--- src/rtl/rca_word_seq.sv ---
// Wide add/subtract built by stepping one 8-bit ripple-carry adder across NBYTES byte lanes, LSB first.
// Optional subtract support (op_sub port) is enabled by defining RCA_SEQ_SUB_EN.
module rca_word_seq #(
  parameter int NBYTES = 4
) (
  input  logic                clk,
  input  logic                rst,
  input  logic                start,
`ifdef RCA_SEQ_SUB_EN
  input  logic                op_sub,
`endif
  input  logic [8*NBYTES-1:0] a,
  input  logic [8*NBYTES-1:0] b,
  output logic                busy,
  output logic                done,
  output logic [8*NBYTES-1:0] sum,
  output logic                cout,
  output logic                ovf
);

  localparam int W  = 8 * NBYTES;
  localparam int IW = (NBYTES > 1) ? $clog2(NBYTES) : 1;
  localparam logic [IW-1:0] LAST_IDX = IW'(NBYTES - 1);
  localparam logic [IW-1:0] IDX_ONE  = IW'(1);

  localparam logic [1:0] S_IDLE = 2'd0;
  localparam logic [1:0] S_RUN  = 2'd1;
  localparam logic [1:0] S_DONE = 2'd2;

  logic [1:0]    state_q, state_d;
  logic [W-1:0]  a_q, a_d;
  logic [W-1:0]  b_q, b_d;
  logic          sub_q, sub_d;
  logic          carry_q, carry_d;
  logic [IW-1:0] idx_q, idx_d;
  logic [W-1:0]  sum_q, sum_d;
  logic          cout_q, cout_d;
  logic          ovf_q, ovf_d;

  logic          sub_in;
  logic [7:0]    add_a, add_b, add_s;
  logic          add_co;

`ifdef RCA_SEQ_SUB_EN
  assign sub_in = op_sub;
`else
  assign sub_in = 1'b0;
`endif

  // Shared byte adder: B is inverted for subtract, carry_q supplies the +1 on the first byte.
  always_comb begin
    logic c;
    add_a = a_q[8*idx_q +: 8];
    add_b = b_q[8*idx_q +: 8] ^ {8{sub_q}};
    add_s = 8'd0;
    c     = carry_q;
    for (int i = 0; i < 8; i++) begin
      add_s[i] = add_a[i] ^ add_b[i] ^ c;
      c        = (add_a[i] & add_b[i]) | (c & (add_a[i] ^ add_b[i]));
    end
    add_co = c;
  end

  always_comb begin
    state_d = state_q;
    a_d     = a_q;
    b_d     = b_q;
    sub_d   = sub_q;
    carry_d = carry_q;
    idx_d   = idx_q;
    sum_d   = sum_q;
    cout_d  = cout_q;
    ovf_d   = ovf_q;
    case (state_q)
      S_IDLE: begin
        if (start) begin
          a_d     = a;
          b_d     = b;
          sub_d   = sub_in;
          carry_d = sub_in;
          idx_d   = '0;
          state_d = S_RUN;
        end
      end
      S_RUN: begin
        sum_d[8*idx_q +: 8] = add_s;
        carry_d             = add_co;
        if (idx_q == LAST_IDX) begin
          cout_d  = add_co;
          ovf_d   = (add_a[7] == add_b[7]) && (add_s[7] != add_a[7]);
          state_d = S_DONE;
        end else begin
          idx_d = idx_q + IDX_ONE;
        end
      end
      S_DONE: begin
        state_d = S_IDLE;
      end
      default: begin
        state_d = S_IDLE;
      end
    endcase
  end

  always_ff @(posedge clk) begin
    if (rst) begin
      state_q <= S_IDLE;
      a_q     <= '0;
      b_q     <= '0;
      sub_q   <= 1'b0;
      carry_q <= 1'b0;
      idx_q   <= '0;
      sum_q   <= '0;
      cout_q  <= 1'b0;
      ovf_q   <= 1'b0;
    end else begin
      state_q <= state_d;
      a_q     <= a_d;
      b_q     <= b_d;
      sub_q   <= sub_d;
      carry_q <= carry_d;
      idx_q   <= idx_d;
      sum_q   <= sum_d;
      cout_q  <= cout_d;
      ovf_q   <= ovf_d;
    end
  end

  assign busy = (state_q == S_RUN);
  assign done = (state_q == S_DONE);
  assign sum  = sum_q;
  assign cout = cout_q;
  assign ovf  = ovf_q;

endmodule

--- config.mk ---
export PLATFORM = sky130hd
export DESIGN_NAME = rca_word_seq
export DESIGN_NICKNAME = d
export VERILOG_FILES = /design/src/rtl/rca_word_seq.sv
export SDC_FILE = /design/constraint.sdc
export NUM_CORES = 1
export LEC_CHECK = 0
export CORE_MARGIN = 5
export CORE_UTILIZATION = 25
export DETAILED_ROUTE_END_ITERATION = 10
export PLACE_DENSITY = 0.46
export SLEW_MARGIN = 0
export SYNTH_ARGS = -nofsm -noshare
export SYNTH_HDL_FRONTEND = slang
export SYNTH_SLANG_ARGS = --single-unit
--- constraint.sdc ---
create_clock -name clk -period 5.7 [get_ports clk]
set_input_delay 0.57 -clock clk [delete_from_list [all_inputs] [get_ports clk]]
set_output_delay 0.57 -clock clk [all_outputs]
set_load 0.02 [all_outputs]
==> flow_metrics.tcl <==
set metrics [dict create \
    max_freq_ghz 0.2103 \
    final-max-slew-violation-count 0 \
    total_routed_length_mm 12.47 \
    hold_start "a_q[23]" \
    critical_path_class "flop to flop" \
    finalClockSkew_ns 0.007928 \
    dr.first_iter.drc_count 252 \
    rows 48 \
    worst_ir_drop_vdd_uv 142.8 \
    n_fill_cell 1849 \
    num_io_pins 103 \
    wl_met3_um 546 \
    dp_hpwl_mm 9.107 \
    outcome "completed" \
    first_global_vias 3524 \
    worst_setup_path_end_kind "flop" \
    timing.reg2reg.setup_slack_ns 0.94 \
    total_number_of_h_tree_levels 3 \
    synth_largest_type_area_fraction 0.4742 \
    route.layer.met1.wl_mm 5.976 \
    synth.distinct_cells 29 \
    final.period_utilization 0.8344 \
    met2_wirelength_mm 5.718 \
    holdCritPathClass "flop to flop" \
    timing.hold.worst_endpoint "a_q[23]" \
    totalPowerFinal_mw 1.617 \
    avgViaCountPerCell 4.600 \
    tritoncts_num_sinks 103 \
    slew-limit-headroom 0.08174 \
    placement.setup.worst_slack_ns 0.9670 \
    finalHoldWorstSlack_ns 0.4527 \
    insertion_delay_ns 0.35 \
    timing.rr.end "ovf" \
    r2r-start "idx_q[0]" \
    synth_cell_area_um2 4348 \
    final_layout_size_suffix_gt1_frac 0.08036 \
    cts_resized 0 \
    final_antenna_net_count 0 \
    gr-usage-all-layers 0.1267 \
    tritoncts_clock_tree "done" \
    detailedRoute.firstPassIterationCount 5 \
    number_of_register_bits_inferred_by_synthesis 103 \
    initial_utilization 0.2531 \
    cts-root-to-sink-buffers 2 \
    min_delay_path_depth 2 \
    postSynthNetCount 558 \
    report.final.hold_viol_count 0 \
    pin_count_of_the_biggest_net_entering_global_routing 106 \
    layout-area-overhead-vs-synth_pct 33.55 \
    cts_setup_buffers 0 \
    nNetsFinal 637 \
    cts-buffers-inserted 9 \
    n_antenna_cell 0 \
    power.leakage_nw 2.056 \
    place_congestion 0.7560 \
    chipWidth_um 141.9 \
    drt-wirelength-per-cell_um 15.89 \
    yosys-top-cells-area "dfxtp_1, nand2_1, mux4_2" \
    syn_inst 476 \
    place.port_buffers 102 \
    grt_setup_unrepaired "no" \
    worst_ep_arrival_time_ns 4.99 \
    grt_pass1_wl_mm 19.74 \
    drv_cap 0 \
    synthMostInstantiatedCell "nand2_1" \
    synth.avg_cell_area_um2 9.134 \
    die-area_um2 20130 \
    globalRoute.totalOverflow 0 \
    clkSlewWorstSetupHoldPaths_ns 0.07 \
    critical_path_required_ns 5.94 \
    worst_slew_pin_slew_ns 1.359 \
    synth_largest_area_cell "dfxtp_1" \
    fin_worst_setup_slack_ns 0.9439 \
    initial_antenna_violation_count 0 \
    finalSetupViolations 0 \
    period_minus_slack_ns 4.756 \
    detail_route.drc_violations 0 \
    dieHeight_um 141.9 \
    yosysSeqAreaShare 0.4742 \
    dr_total_vias 3611 \
    cts-hold-fix-buffers 0 \
    worstRegToRegCells 14 \
    critical_path.max_fanout 8 \
    coreArea_um2 17180 \
    ctsRootBufferMaster "clkbuf_16" \
    top_routing_layer_used "met4" \
    critical_path.startpoint_type "flop" \
    asyncSetResetFlopFracSynth 0 \
    synthTopCellsByCount "nand2_1, dfxtp_1, a21oi_1" \
    dominantRegCellSynth "dfxtp_1" \
    power_density_nw_per_um2 278.5 \
    synth_warnings 0 \
    totalNegativeSetupSlack_ns 0 \
    synth_enable_flop_cells 0 \
]
[stage by stage]
stage,utilization,area (um2),std cells
floorplan,-,4348,476
global route,0.3381,5807,785
finish,0.3381,5807,785
detailed placement,0.3207,5509,769
CTS,0.3381,5807,785
global placement,0.3207,5509,769
[cell usage in the layout (no fill, tap or decap)]
cell type,netlist,routed
nand3b_1,6,6
nand2b_1,2,2
dfxtp_1,103,103
nor2_1,34,34
bufinv_16,0,1
nor4_2,1,1
clkdlybuf4s50_1,0,101
nor4_1,1,1
fa_1,8,8
or3b_2,1,2
a32oi_1,32,32
clkinv_4,0,1
and3b_1,1,1
and2_0,1,1
inv_6,0,1
nand3_1,3,3
buf_4,8,7
ha_1,7,7
a221o_1,1,1
mux4_2,16,16
clkinv_2,0,2
nand2_1,130,130
clkbuf_16,0,9
o21ai_0,1,1
inv_1,10,10
nor3b_2,1,2
nor4bb_2,0,1
clkinvlp_4,0,2
nor2b_1,4,4
nor4bb_1,2,1
a21oi_1,69,69
[layer usage]
layer,GRT usage,up-vias
met5,0,-
met4,0.05000,0
met3,0.02966,15
met2,0.1880,79
met1,0.1778,1719
li1,-,1798
[power breakdown]
| group | switching (mW) | internal [mW] |
|---|---|---|
| sequential | 0.0201 | 0.751 |
| combinational | 0.124 | 0.104 |
| clock | 0.277 | 0.341 |
| total | 0.421 | 1.20 |
[critical path, cell delays in order (launching register included)]
cell     delay [ns]
dfxtp_1        0.38
buf_4          0.23
mux4_2         0.52
inv_1          0.08
fa_1           0.17
fa_1           0.16
inv_1          0.05
fa_1           0.37
fa_1           0.40
fa_1           0.40
fa_1           0.40
fa_1           0.41
fa_1           0.64
nor4_1         0.10
a221o_1        0.33
[sequential cells by signal, summed over array words and instances (netlist names)]
register / count
carry_q: 1
state_q: 2
b_q: 32
ovf: 1
idx_q: 2
a_q: 32
sum: 32
cout: 1
[cell families (layout without fill, tap and decap cells)]
group / Yosys count / after routing / share of synthesized area
fa+ha+maj: 15 / 15 / 0.05698
simple gates: 189 / 189 / 0.1850
buf+inv: 50 / 134 / 0.05352
compound gates: 103 / 103 / 0.1473
mux: 16 / 16 / 0.08288
flops: 103 / 103 / 0.4742
[how the worst max path moves through the flow]
stage	cells past startpoint	from	endpoint	slack [ns]
final	14	idx_q[0]	ovf	0.94
after detailed placement	14	idx_q[0]	ovf	0.97
after global placement	14	idx_q[0]	ovf	1.06
after global routing	14	idx_q[0]	ovf	0.72
after floorplan	14	idx_q[0]	ovf	1.18
after CTS	14	idx_q[0]	ovf	0.93
[cell type report]
class | count | area (um2) | area share
Multi-Input combinational cell | 323 | 2064 | 0.3555
Sequential cell | 103 | 2062 | 0.3551
Timing Repair Buffer | 108 | 1064 | 0.1832
Tap cell | 225 | 281.5 | 0.04848
Clock buffer | 9 | 225.2 | 0.03878
Clock inverter | 7 | 72.57 | 0.01250
Inverter | 10 | 37.54 | 0.006464
Power figures use the tool's default switching activity.
